## src/rtl/misr_sig_engine.sv

```systemverilog
// Galois multiple-input signature register with BIST run control.
// Counts a programmed number of vectors, then compares against golden.
module misr_sig_engine #(
  parameter int             W     = 3,
  parameter logic [W-1:0]   POLY  = 3'b011,
  parameter logic [W-1:0]   SEED  = '0,
  parameter int             CNT_W = 8
) (
  input  logic             CLK,
  input  logic             RST_N,
  input  logic             start,
  input  logic [CNT_W-1:0] len,
  input  logic [W-1:0]     din,
  input  logic             din_valid,
  input  logic [W-1:0]     golden,
  output logic [W-1:0]     signature,
  output logic             busy,
  output logic             done,
  output logic             pass
);

  typedef enum logic [1:0] {
    S_IDLE,
    S_RUN,
    S_DONE
  } state_t;

  localparam logic [CNT_W-1:0] ONE = 1;

  state_t           r_state;
  state_t           w_state_nx;
  logic [W-1:0]     r_sig;
  logic [W-1:0]     w_sig_nx;
  logic [W-1:0]     w_step;
  logic [CNT_W-1:0] r_cnt;
  logic [CNT_W-1:0] w_cnt_nx;
  logic [CNT_W-1:0] r_len;
  logic [CNT_W-1:0] w_len_nx;
  logic             r_pass;
  logic             w_pass_nx;
  logic             w_last;

  // Bit 0 always takes the feedback since POLY[0] is fixed at 1.
  always_comb begin
    w_step[0] = r_sig[W-1] ^ din[0];
    for (int i = 1; i < W; i++) begin
      w_step[i] = r_sig[i-1]
                ^ (POLY[i] & r_sig[W-1])
                ^ din[i];
    end
  end

  assign w_last = (r_cnt == r_len - ONE);

  always_comb begin
    w_state_nx = r_state;
    w_sig_nx   = r_sig;
    w_cnt_nx   = r_cnt;
    w_len_nx   = r_len;
    w_pass_nx  = r_pass;
    unique case (r_state)
      S_IDLE, S_DONE: begin
        if (start) begin
          w_sig_nx  = SEED;
          w_cnt_nx  = '0;
          w_len_nx  = len;
          w_pass_nx = 1'b0;
          if (len == '0) begin
            w_state_nx = S_DONE;
            w_pass_nx  = (golden == SEED);
          end else begin
            w_state_nx = S_RUN;
          end
        end
      end
      S_RUN: begin
        if (din_valid) begin
          w_sig_nx = w_step;
          w_cnt_nx = r_cnt + ONE;
          // Compare the post-step signature, not the current one.
          if (w_last) begin
            w_state_nx = S_DONE;
            w_pass_nx  = (w_step == golden);
          end
        end
      end
      default: begin
        w_state_nx = S_IDLE;
      end
    endcase
  end

  always_ff @(posedge CLK or negedge RST_N) begin
    if (!RST_N) begin
      r_state <= S_IDLE;
      r_sig   <= SEED;
      r_cnt   <= '0;
      r_len   <= '0;
      r_pass  <= 1'b0;
    end else begin
      r_state <= w_state_nx;
      r_sig   <= w_sig_nx;
      r_cnt   <= w_cnt_nx;
      r_len   <= w_len_nx;
      r_pass  <= w_pass_nx;
    end
  end

  assign signature = r_sig;
  assign busy      = (r_state == S_RUN);
  assign done      = (r_state == S_DONE);
  assign pass      = r_pass;

endmodule

```

## config.mk

```make
export PLATFORM = sky130hd
export DESIGN_NAME = misr_sig_engine
export DESIGN_NICKNAME = d
export VERILOG_FILES = /design/src/rtl/misr_sig_engine.sv
export SDC_FILE = /design/constraint.sdc
export NUM_CORES = 1
export LEC_CHECK = 0
export CORE_ASPECT_RATIO = 0.6
export CORE_UTILIZATION = 46
export DETAILED_ROUTE_END_ITERATION = 12
export PLACE_DENSITY = 0.82
export SYNTH_ARGS = -nofsm -noshare
export SYNTH_HDL_FRONTEND = slang
export SYNTH_SLANG_ARGS = --single-unit
```

## constraint.sdc

```tcl
create_clock -name CLK -period 1.8 [get_ports CLK]
set_input_delay 0.45 -clock CLK [delete_from_list [all_inputs] [get_ports CLK]]
set_output_delay 0.45 -clock CLK [all_outputs]
set_load 0.02 [all_outputs]
```

==> After elaboration in Yosys (flattened, before gate mapping) <==
Cells that the tools add are included.
{ "word_totals": {"ff_bits": 22, "input_bits": 18, "out_inout_bits": 6, "word_cells": 43} }
{ "classes": {"addsub": 2, "eq_ne": 7, "muxes": 16, "bitwise_logic": 4, "reduce_logical": 9} }
{ "ops": {"columns": ["operator", "count"], "rows": [
  ["8-bit 2-to-1 mux", 2],
  ["8-bit case mux with 2 select lines", 1],
  ["8-bit by 1-bit adder with 8-bit output (second input constant)", 1],
  ["8-bit == test", 1],
  ["8-bit zero test", 1],
  ["2-bit 2-to-1 mux", 4],
  ["8-bit by 1-bit subtractor with 8-bit output (second input constant)", 1],
  ["3-bit 2-to-1 mux", 2],
  ["3-bit case mux with 2 select lines", 1],
  ["3-bit AND reduction", 2],
  ["1-bit 2-to-1 mux", 4],
  ["2-bit inequality test (second input constant)", 2],
  ["2-bit case mux with 2 select lines", 1],
  ["4-bit AND reduction", 1],
  ["1-bit bitwise XOR", 4],
  ["3-bit == test", 1],
  ["3-bit zero test", 1],
  ["2-bit by 1-bit == test with 1-bit output (second input constant)", 1],
  ["2-bit == test (second input constant)", 1],
  ["2-bit zero test", 1],
  ["2-bit by 1-bit inequality test with 1-bit output (second input constant)", 1],
  ["1-bit case mux with 2 select lines", 1],
  ["2-bit AND reduction", 1],
  ["2-bit nonzero test", 1],
  ["2-bit OR reduction", 1]
]} }

==> Depth between registers and ports, before layout <==
Gate-level depths: netlist of run 1.
{ "logic_depth": {"ltp_word": 6, "ltp_mapped": 8, "depth_no_buf": 8} }

==> Worst setup path after synthesis of run 1 <==
OpenSTA, ideal clock, no wires.
{ "synth_path": {"path_kind": "register to register", "start": "register r_len[0]", "end": "register r_pass (netlist: pass)", "setup_ps": 123, "arrival_ps": 1666, "t_required_ps": 1677, "path_slack_ps": 11, "path_stages_with_launch": 9, "path_buffers": 0, "synth_period_minus_slack_ps": 1789, "cell_sequence": "dfrtp_1 > inv_1 > ha_1 > nor3b_1 > nand2_1 > xnor2_1 > and4_4 > a211o_1 > o221a_2"} }
{ "synth_via": {"elab_chain_cells": 4} }
{ "synth_lines": {"columns": ["element", "line_no", "source"], "rows": [
  ["start, declared", "37", "logic [CNT_W-1:0] r_len;"],
  ["start signal, assigned", "104", "r_len <= w_len_nx;"],
  ["8-bit by 1-bit subtractor with 8-bit output", "53", "assign w_last = (r_cnt == r_len - ONE);"],
  ["8-bit == test", "53", null],
  ["2-bit by 1-bit inequality test with 1-bit output (no line)", null, null],
  ["4-bit AND reduction (no line)", null, null],
  ["end signal, assigned", "105", "r_pass <= w_pass_nx;"],
  ["end, declared", "39", "logic r_pass;"]
]} }
No other way between the ends.
A chain may end at the register's enable or synchronous reset.

==> Final worst setup path of run 1 <==
{ "layout_path": {"start": "input din[2]", "end": "register r_pass (netlist: pass)"} }
{ "layout_via": {"elab_chain_cells": 5} }
{ "layout_lines": {"columns": ["element", "line_no", "source"], "rows": [
  ["start, declared", "13", "input logic [W-1:0] din,"],
  ["1-bit bitwise XOR", "49", "^ din[i];"],
  ["3-bit == test", "83", "w_pass_nx = (w_step == golden);"],
  ["1-bit 2-to-1 mux", "81", "if (w_last) begin"],
  ["1-bit 2-to-1 mux", "77", "if (din_valid) begin"],
  ["1-bit case mux with 2 select lines", "61", "unique case (r_state)"]
]} }
No other way between the ends. The select of a mux whose other input is x is not followed.

==> flow_metrics.tcl, run 1 <==
set metrics [dict create \
    status "finished, violations left" \
    violations "setup timing" \
    power-per-cell-area_nw_per_um2 1740 \
    postLayoutCoreUtil_pct 71.0 \
    grt_overflow_total 0 \
    ant_nets 0 \
    wl_per_cell_um 17.1 \
    start_util_pct 50.0 \
    multi_input_area_um2 797 \
    route.detailed.drc 0 \
    crit_type "in -> reg" \
    grt_pass1_wl_um 5500 \
    num_rows 14 \
    setup_violations 1 \
    fill_cells 172 \
    crit_chain "clkdlybuf4s50_1 > xnor2_1 > o221ai_2 > a2bb2oi_1 > o22ai_1 > and3_1 > o221a_2" \
    cts_tree "done" \
    hpwlAfterDp_um 2400 \
    die_w_um 70.3 \
    critical_path.max_fanout 3 \
    slowest_delay_ns 0.42 \
    start_kind "input pin" \
    grt_max_degree 23 \
    first_iter_violations 166 \
    antennaDiodeCount 0 \
    rsz0062_at_grt "yes" \
    ys_ff_latch 22 \
    syn_nets 164 \
    leakage_nw 0.843 \
    routed_via_density 5.87 \
    drive_gt1_share_pct 23.4 \
    relSlewSlack_pct 70.5 \
    clockRootBuffer "clkbuf_8" \
    grt_pass1_vias 1181 \
    clockBufferDepth 2 \
    crit_buf_inv 1 \
    postCtsHoldBufs 0 \
    synth_area_leaders "dfrtp_1 43%, xnor2_1 8.8%, nand2_1 8.7%, xor2_1 4.8%, nand3_1 3.1%" \
    syn_to_final_growth_pct 42.0 \
    first_pass_iters 4 \
    coreArea_um2 2570 \
    cts_num_sinks 22 \
    timing.final.crit_share_pct 104 \
    io_pins 24 \
    globalplace.congestion 0.851 \
    vias 1267 \
    fin_nets 205 \
    syn_inst 144 \
    die_h_um 43.0 \
    drv_cap 0 \
    htreeDepth 1 \
    yosysWarnings 0 \
    numPortBuffers 23 \
    finalSetupTns_ns -0.0714 \
    hold_viol_final 0 \
    clkLatencyLatePin_ns 0.27 \
    synth_largest_area_cell "dfrtp_1" \
    min_path_type "in -> async" \
    grt_antenna_before_repair 0 \
    grt_use_total_pct 24.1 \
    crit_family "compound AO/OA/AOI/OAI gates" \
    path_clk_slew_ns 0.08 \
    r2r_setup_slack_ns -0.03 \
    clock-skew-final_ns 0.00486 \
    drv_slew 0 \
    syn_area_per_cell_um2 8.94 \
    p_total_mw 3.18 \
    cts_buffers 3 \
    yosysSeqAreaShare_pct 42.8 \
    required_ns 2.01 \
    finalHoldWorstSlack_ns 0.524 \
    synth.distinct_cells 38 \
    synth_top_area_share_pct 42.8 \
    max_freq_mhz 534 \
    die-area_um2 3020 \
    regArea_um2 551 \
    peakVddDrop_mv 0.734 \
    worstSetupEndpointType "flip-flop" \
    cpMaxStageDelayCell "clkdlybuf4s50_1" \
    syn_area_um2 1290 \
    fin_crit_ns 1.87 \
    worstPathArrival_ns 2.08 \
    worst-slew-pin-transition_ns 0.440 \
    drt-total-wl_um 3700 \
    worst_slack_ns -0.0714 \
]
## synth_stat cells
cell type  number
nand2_1        30
dfrtp_1        22
xnor2_1        13
nor2_1          9
nand3_1         8
o21ai_0         7
xor2_1          7
clkbuf_1        4
inv_1           3
nor2b_1         3
a21oi_1         2
and3_1          2
and4b_1         2
ha_1            2
nand2b_1        2
nand4_1         2
nor3_1          2
nor3b_1         2
o22ai_1         2
or4_1           2
a211o_1         1
a211oi_1        1
a22o_1          1
a2bb2oi_1       1
a311oi_1        1
a31oi_1         1
and2_0          1
and3_2          1
and4_1          1
and4_4          1
buf_6           1
mux2i_1         1
nand2_2         1
nor2_2          1
o21ai_1         1
o221a_2         1
o221ai_1        1
o2bb2ai_1       1
## sequential cells by signal, indices dropped and copies added (netlist names)
name / count
pass: 1
r_cnt: 8
r_len: 8
r_state: 2
signature: 3
## logic make-up after synthesis
family | after synthesis | share of synthesized area, %
DFF | 22 | 42.8
buffers and inverters | 8 | 2.91
xor gates and xnor gates | 20 | 13.6
and+or+nand+nor | 70 | 27.1
AOI/OAI and AO/OA | 21 | 10.9
muxes | 1 | 0.777
adders and majority gates | 2 | 1.94
## what timing repair did
action	in CTS	in global routing
pin swaps	4	7
setup buffers	1	1
gates resized for setup	18	11
endpoints found under the hold margin	0	0
setup endpoints to repair	5	4
## final timing paths
kind	start	end	cells past startpoint
max	din[2]	pass$_DFFE_PN0P_	7
min	RST_N	signature[2]$_DFFE_PN0P_	2
max reg2reg	r_len[1]$_DFFE_PN0P_	pass$_DFFE_PN0P_	9
min reg2reg	r_state[0]$_DFFE_PN0P_	r_state[1]$_DFFE_PN0P_	1
max in group asynchronous	RST_N	pass$_DFFE_PN0P_	2
min in group CLK	r_state[0]$_DFFE_PN0P_	r_state[1]$_DFFE_PN0P_	1
## through the flow
stage / std cells / worst slack, ns / cell area (um2)
5_1_grt: 216 / -0.140 / 1830
6_report: 216 / -0.0714 / 1830
4_1_cts: 215 / 0.0113 / 1770
2_1_floorplan: 144 / 0.0109 / 1290
3_3_place_gp: 210 / -0.376 / 1650
3_5_place_dp: 210 / -0.411 / 1650
## cell type report
cell class,instances,area share [%]
Sequential cell,22,30.1
Clock buffer,3,2.26
Multi-Input combinational cell,114,43.6
Timing Repair Buffer,41,19.6
Inverter,3,0.616
Clock inverter,1,1.64
Tap cell,32,2.19
## placed cells by master, fill, tap and decap left out, types with 2 or more instances in the layout
master / n
nand2_2: 2
nand3_1: 8
buf_4: 18
o22ai_1: 2
clkdlybuf4s50_1: 14
nand2b_1: 2
and4b_1: 2
dfrtp_1: 22
or4_4: 2
xnor2_1: 10
dlygate4sd2_1: 8
nor2b_1: 3
xnor2_2: 3
nor2_1: 9
nand2_1: 29
o21ai_0: 7
and3_1: 2
inv_2: 2
xor2_1: 7
nand4_1: 2
clkbuf_8: 3
## where the power goes
part | internal [mW] | leakage, nW | switching, mW
registers | 0.691 | 0.279 | 0.277
clock network | 0.297 | 0.0357 | 0.170
logic | 0.881 | 0.528 | 0.864
total | 1.87 | 0.843 | 1.31
## routing by layer
| layer | track usage [%] | wire (um) | up-vias |
|---|---|---|---|
| met5 | 0 | 0 | - |
| met4 | 8.00 | 85 | 0 |
| met3 | 5.70 | 210 | 13 |
| met2 | 37.9 | 1750 | 54 |
| met1 | 32.9 | 1660 | 623 |
| li1 | - | - | 577 |
No activity file was read; power rests on OpenSTA's default activity.
==> run 2, diff against run 1 <==
CTS_CLUSTER_SIZE = 28   (was default)
==> results of run 2 <==
Final layout, timing and power as in run 1 (identical DEF).
